## src/rtl/console_pkg.sv

```systemverilog
// Shared console types: transmitter FSM states, byte-source ids and ASCII control codes.
package console_pkg;

    typedef enum logic [1:0] {IDLE, START, WAIT_BUSY, WAIT_DONE} tx_state_t;

    typedef enum logic {KBD, REP} src_t;

    localparam logic [7:0] ASCII_CR = 8'h0D;
    localparam logic [7:0] ASCII_LF = 8'h0A;

endpackage

```

## src/rtl/sync_fifo.sv

```systemverilog
// First-word fall-through synchronous FIFO; a push into a full FIFO is only taken
// when a pop happens in the same cycle.
module sync_fifo #(
    parameter int unsigned W  = 8,
    parameter int unsigned AW = 3
) (
    input  logic          clk,
    input  logic          rst,
    input  logic          push,
    input  logic [W-1:0]  din,
    input  logic          pop,
    output logic [W-1:0]  dout,
    output logic          empty,
    output logic          full,
    output logic [AW:0]   level
);

    localparam int unsigned DEPTH = 2 ** AW;

    logic [W-1:0]  mem_q [DEPTH];
    logic [AW-1:0] wr_ptr_q;
    logic [AW-1:0] rd_ptr_q;
    logic [AW:0]   level_q;
    logic          do_pop_c;
    logic          do_push_c;

    assign empty     = (level_q == '0);
    assign full      = (level_q == (AW+1)'(DEPTH));
    assign do_pop_c  = pop && !empty;
    assign do_push_c = push && (!full || do_pop_c);
    assign dout      = mem_q[rd_ptr_q];
    assign level     = level_q;

    always_ff @(posedge clk) begin
        if (do_push_c) begin
            mem_q[wr_ptr_q] <= din;
        end
    end

    always_ff @(posedge clk) begin
        if (rst) begin
            wr_ptr_q <= '0;
            rd_ptr_q <= '0;
            level_q  <= '0;
        end else begin
            if (do_push_c) begin
                wr_ptr_q <= wr_ptr_q + AW'(1);
            end
            if (do_pop_c) begin
                rd_ptr_q <= rd_ptr_q + AW'(1);
            end
            case ({do_push_c, do_pop_c})
                2'b10:   level_q <= level_q + (AW+1)'(1);
                2'b01:   level_q <= level_q - (AW+1)'(1);
                default: level_q <= level_q;
            endcase
        end
    end

endmodule

```

## src/rtl/uart_tx_scheduler.sv

```systemverilog
// Round-robin sharing of one UART transmitter between buffered keyboard bytes and
// terminal replies. Define UART_TX_CRLF_EN to follow every keyboard CR with an LF.
module uart_tx_scheduler
    import console_pkg::*;
#(
    parameter int unsigned FIFO_AW      = 3,
    parameter int unsigned BUSY_TIMEOUT = 15
) (
    input  logic               clk,
    input  logic               rst,
    input  logic               kbd_strobe,
    input  logic [7:0]         kbd_data,
    input  logic               rep_valid,
    input  logic [7:0]         rep_data,
    output logic               rep_ready,
    output logic               tx_start,
    output logic [7:0]         tx_data,
    input  logic               tx_busy,
    output logic               kbd_overflow,
    output logic [FIFO_AW:0]   kbd_level
);

    tx_state_t  state_q;
    src_t       last_grant_q;
    logic       tx_start_q;
    logic [7:0] tx_data_q;
    logic [3:0] to_cnt_q;
    logic       overflow_q;

    logic [7:0] fifo_dout;
    logic       fifo_empty;
    logic       fifo_full;
    logic       can_grant_c;
    logic       grant_kbd_c;
    logic       grant_rep_c;
    logic       send_lf_c;

    sync_fifo #(.W(8), .AW(FIFO_AW)) u_kbd_fifo (
        .clk   (clk),
        .rst   (rst),
        .push  (kbd_strobe),
        .din   (kbd_data),
        .pop   (grant_kbd_c),
        .dout  (fifo_dout),
        .empty (fifo_empty),
        .full  (fifo_full),
        .level (kbd_level)
    );

    // Tie goes to whichever source did not win last time.
    always_comb begin
        can_grant_c = !rst && (state_q == IDLE) && !tx_busy && !send_lf_c;
        grant_kbd_c = can_grant_c && !fifo_empty && (!rep_valid || last_grant_q == REP);
        grant_rep_c = can_grant_c && rep_valid && !grant_kbd_c;
    end

    assign rep_ready    = grant_rep_c;
    assign tx_start     = tx_start_q;
    assign tx_data      = tx_data_q;
    assign kbd_overflow = overflow_q;

`ifdef UART_TX_CRLF_EN
    logic lf_pending_q;
    logic cr_sent_q;

    assign send_lf_c = !rst && (state_q == IDLE) && !tx_busy && lf_pending_q;

    // cr_sent_q remembers that the byte in flight is a keyboard CR.
    always_ff @(posedge clk) begin
        if (rst) begin
            lf_pending_q <= 1'b0;
            cr_sent_q    <= 1'b0;
        end else begin
            if (grant_kbd_c) begin
                cr_sent_q <= (fifo_dout == ASCII_CR);
            end else if (grant_rep_c || send_lf_c) begin
                cr_sent_q <= 1'b0;
            end
            if (state_q == START) begin
                lf_pending_q <= 1'b0;
            end else if (state_q == WAIT_DONE && !tx_busy && cr_sent_q) begin
                lf_pending_q <= 1'b1;
            end
        end
    end
`else
    assign send_lf_c = 1'b0;
`endif

    always_ff @(posedge clk) begin
        if (rst) begin
            state_q      <= IDLE;
            last_grant_q <= REP;
            tx_start_q   <= 1'b0;
            tx_data_q    <= 8'h00;
            to_cnt_q     <= 4'd0;
            overflow_q   <= 1'b0;
        end else begin
            tx_start_q <= 1'b0;
            if (kbd_strobe && fifo_full && !grant_kbd_c) begin
                overflow_q <= 1'b1;
            end
            case (state_q)
                IDLE: begin
                    if (send_lf_c) begin
                        tx_data_q  <= ASCII_LF;
                        tx_start_q <= 1'b1;
                        state_q    <= START;
                    end else if (grant_kbd_c) begin
                        tx_data_q    <= fifo_dout;
                        last_grant_q <= KBD;
                        tx_start_q   <= 1'b1;
                        state_q      <= START;
                    end else if (grant_rep_c) begin
                        tx_data_q    <= rep_data;
                        last_grant_q <= REP;
                        tx_start_q   <= 1'b1;
                        state_q      <= START;
                    end
                end
                START: begin
                    to_cnt_q <= 4'd0;
                    state_q  <= WAIT_BUSY;
                end
                // A transmitter that never acknowledges is treated as having sent the byte.
                WAIT_BUSY: begin
                    if (tx_busy) begin
                        state_q <= WAIT_DONE;
                    end else if (to_cnt_q == 4'(BUSY_TIMEOUT - 1)) begin
                        state_q <= IDLE;
                    end else begin
                        to_cnt_q <= to_cnt_q + 4'd1;
                    end
                end
                WAIT_DONE: begin
                    if (!tx_busy) begin
                        state_q <= IDLE;
                    end
                end
                default: state_q <= IDLE;
            endcase
        end
    end

endmodule

```

## config.mk

```make
export PLATFORM = sky130hd
export DESIGN_NAME = uart_tx_scheduler
export DESIGN_NICKNAME = d
export VERILOG_FILES = /design/src/rtl/console_pkg.sv /design/src/rtl/sync_fifo.sv /design/src/rtl/uart_tx_scheduler.sv
export SDC_FILE = /design/constraint.sdc
export NUM_CORES = 1
export LEC_CHECK = 0
export ABC_AREA = 1
export CAP_MARGIN = 20
export CORE_MARGIN = 5
export CORE_UTILIZATION = 45
export DETAILED_ROUTE_END_ITERATION = 7
export DONT_BUFFER_PORTS = 1
export PLACE_DENSITY_LB_ADDON = 0.15
export SKIP_LAST_GASP = 1
export SLEW_MARGIN = 15
export SYNTH_ARGS = -nofsm -noshare
export SYNTH_HDL_FRONTEND = slang
export SYNTH_SLANG_ARGS = --single-unit
export TNS_END_PERCENT = 5
```

## constraint.sdc

```tcl
create_clock -name clk -period 6.4 [get_ports clk]
set_input_delay 1.92 -clock clk [delete_from_list [all_inputs] [get_ports clk]]
set_output_delay 1.92 -clock clk [all_outputs]
set_load 0.02 [all_outputs]
```

==> metrics.csv <==
stage;metric;value;unit
synthesis;top_reg_cell synth;edfxtp_1;
drt;Vias/cell;5.16;
layout;nets;406;
global_route;first-pass GRT wire length;12800;µm
drt;vias after detailed routing;2537;
synthesis;Synth area leader;edfxtp_1;
placed_design;buffers added on ports;0;
timing;Slew headroom;31.3;%
pwr;P per Cell Area;320;mW/mm²
timing;Min Hold Slack;0.465;ns
worst_setup_path;Worst Path Required;4.48;ns
drt;Post-route DRC;0;
synthesis;list of most frequent post-synthesis cells;nor2_1, edfxtp_1, nand2_1;
synthesis;Avg Cell Area, Syn;10.3;µm²
timing;Worst Skew;0.00949;ns
floorplan;Core Region;0.00859;mm²
clocking;clock buffer depth;2;
timing;RSZ-0062 raised after global routing;no;
global_route;Total Routing Usage GR;16.1;%
placed_design;placed cell count;476;
flow_run;Max Cap Viol;0;
timing;Tmin final;4.79;ns
floorplan;Initial Utilization;45.6;%
layout;diode count;0;
floorplan;# rows;34;
drt;number of detailed-route iterations in the first pass;4;
worst_setup_path;startpoint class of the critical path;input port;
floorplan;Ports;36;
synthesis;sequential element share of the synthesized area;64.3;%
placed_design;DP HPWL;5510;µm
synthesis;Synth Warn #;0;
synthesis;post-synth net total;407;
synthesis;library cells used by synthesis;32;
timing;final hold violations;0;
clocking;Num CTS Buffers;9;
worst_setup_path;r2r startpoint;u_kbd_fifo.level[0];
clocking;Post-CTS Setup Inserts;0;
drt;wire per inst;16.4;µm
global_route;initial antenna violation count;0;
placed_design;GPL Wtd Cong;0.847;
drt;post-route antenna net violation count;0;
timing;fmax;0.209;GHz
clocking;hold-fix buffers at CTS;0;
drt;final wirelength;8060;µm
layout;share of layout cells above drive strength 1;8.59;%
timing;setup_tns;0;ns
worst_setup_path;CP Class;input port to output pin;
floorplan;die area;0.0107;mm²
drt;drt initial violations;142;
clocking;clock-pin slew on the worst setup and hold paths;0.08;ns
worst_hold_path;Hold WC Path Type;register to register;
synthesis;Area contributors post-synth;edfxtp_1, dfxtp_1, nor2_1;
clocking;clk root buf;clkbuf_8;
pwr;VDD IR max;153;µV
floorplan;chip width;103;µm
layout;Non-Filler Instances;492;
timing;# setup viols final;0;
clocking;Sink Count;94;
synthesis;EDFF count, synth;64;
floorplan;Die H;103;µm
global_route;largest net degree at the start of global routing;34;
synthesis;asr flop ratio synth;0;%
worst_hold_path;Worst Hold Launch;u_kbd_fifo.rd_ptr_q[2];
pwr;Pleak;0.00154;µW
global_route;total grt overflow;0;
timing;worst slew pin tran;1.03;ns
worst_setup_path;CP arrival;2.87;ns
timing;crit share post-route;74.8;%
clocking;CTS tree;yes;
global_route;vias in the first global route;2390;
clocking;CTS resizes;0;
worst_setup_path;Worst Setup SP;rst;
clocking;H-Tree Depth;3;
status;outcome;finished, final reports clean;
clocking;clk_lat worst skew;0.35;ns
synthesis;post-synth design cell area;0.00392;mm²
synthesis;Syn Inst Count;381;
synthesis;Yosys top cell area share;49.0;%
synthesis;Yosys reg bits;94;
worst_setup_path;CP endpoint kind;output pin;
layout;Layout area overhead;8.36;%
timing;Slew Limit Fails;0;
synthesis;most frequent cell after synthesis;nor2_1;
worst_setup_path;Worst Path Max Fanout;17;
metrics by stage:
| step | setup WS [ns] | utilization, % | total power, µW | instance area (µm²) |
|---|---|---|---|---|
| after floorplan | 1.89 | - | 869 | 3920 |
| after global placement | 1.65 | 46.4 | 905 | 3990 |
| after detailed placement | 1.61 | 46.4 | 908 | 3990 |
| after CTS | 1.61 | 49.3 | 1370 | 4230 |
| after global routing | 1.50 | 49.4 | 1430 | 4250 |
| final | 1.61 | 49.4 | 1360 | 4250 |
layer usage:
layer	wire [µm]	global-route usage [%]
met5	0	0
met4	87	3.98
met3	605	5.03
met2	3730	25.2
met1	3640	21.8
power breakdown:
group          internal, µW  switching, µW  total [µW]  leakage, µW
combinational          53.2            116         169     0.000595
sequential              682           42.8         725     0.000826
clock                   262            204         466     0.000122
total                   997            363        1360      0.00154
final cells by class:
type	instances	area [µm²]
Sequential cell	94	2520
Fill cell	805	4340
Clock inverter	6	119
Multi-Input combinational cell	246	1230
Tap cell	108	135
Inverter	28	106
Clock buffer	9	124
Timing Repair Buffer	1	15.0
worst paths after layout:
kind / end / slack [ns] / depth (start not counted)
setup / recovery: rep_ready / 1.61 / 7
hold / removal: u_kbd_fifo.rd_ptr_q[2] / 0.46 / 2
setup reg to reg: u_kbd_fifo.mem_q[3][3] / 3.93 / 8
hold reg to reg: u_kbd_fifo.rd_ptr_q[2] / 0.46 / 2
flip-flops by register name (all words and copies together) (netlist names), named ones only:
signal,flops
u_kbd_fifo.mem_q,64
tx_data,8
to_cnt_q,4
u_kbd_fifo.level,4
u_kbd_fifo.rd_ptr_q,3
u_kbd_fifo.wr_ptr_q,3
state_q,2
kbd_overflow,1
last_grant_q,1
tx_start,1
cell usage in the layout, fill, tap and decap left out, drive strengths merged:
| cell | count |
|---|---|
| nor2 | 74 |
| edfxtp | 64 |
| nand2 | 60 |
| o21ai | 39 |
| dfxtp | 30 |
| inv | 29 |
| nand3 | 26 |
| o211ai | 17 |
| a21oi | 16 |
| clkbuf | 9 |
| ha | 5 |
| bufinv | 3 |
| nor3 | 2 |
| clkinv | 2 |
| nand4 | 1 |
| xnor2 | 1 |
| a31oi | 1 |
| o22ai | 1 |
| nor4 | 1 |
| a211oi | 1 |
| xor2 | 1 |
| buf | 1 |
worst max-delay path, cell delays in order:
cell      delay [ns]
inv_2           0.21
nand2_2         0.10
nor2_4          0.14
nand3_4         0.14
nand2_4         0.15
nand2_2         0.07
clkinv_2        0.12
cell families after synthesis:
kind of cell             share of synthesized area (%)
flip-flops                                        64.3
AND/OR/NAND/NOR                                   18.3
XOR/XNOR                                         0.447
AO/OA/AOI/OAI                                     11.0
adder cells (fa/ha/maj)                           1.60
buffers and inverters                             4.37
(Power assumes the default switching activity.)
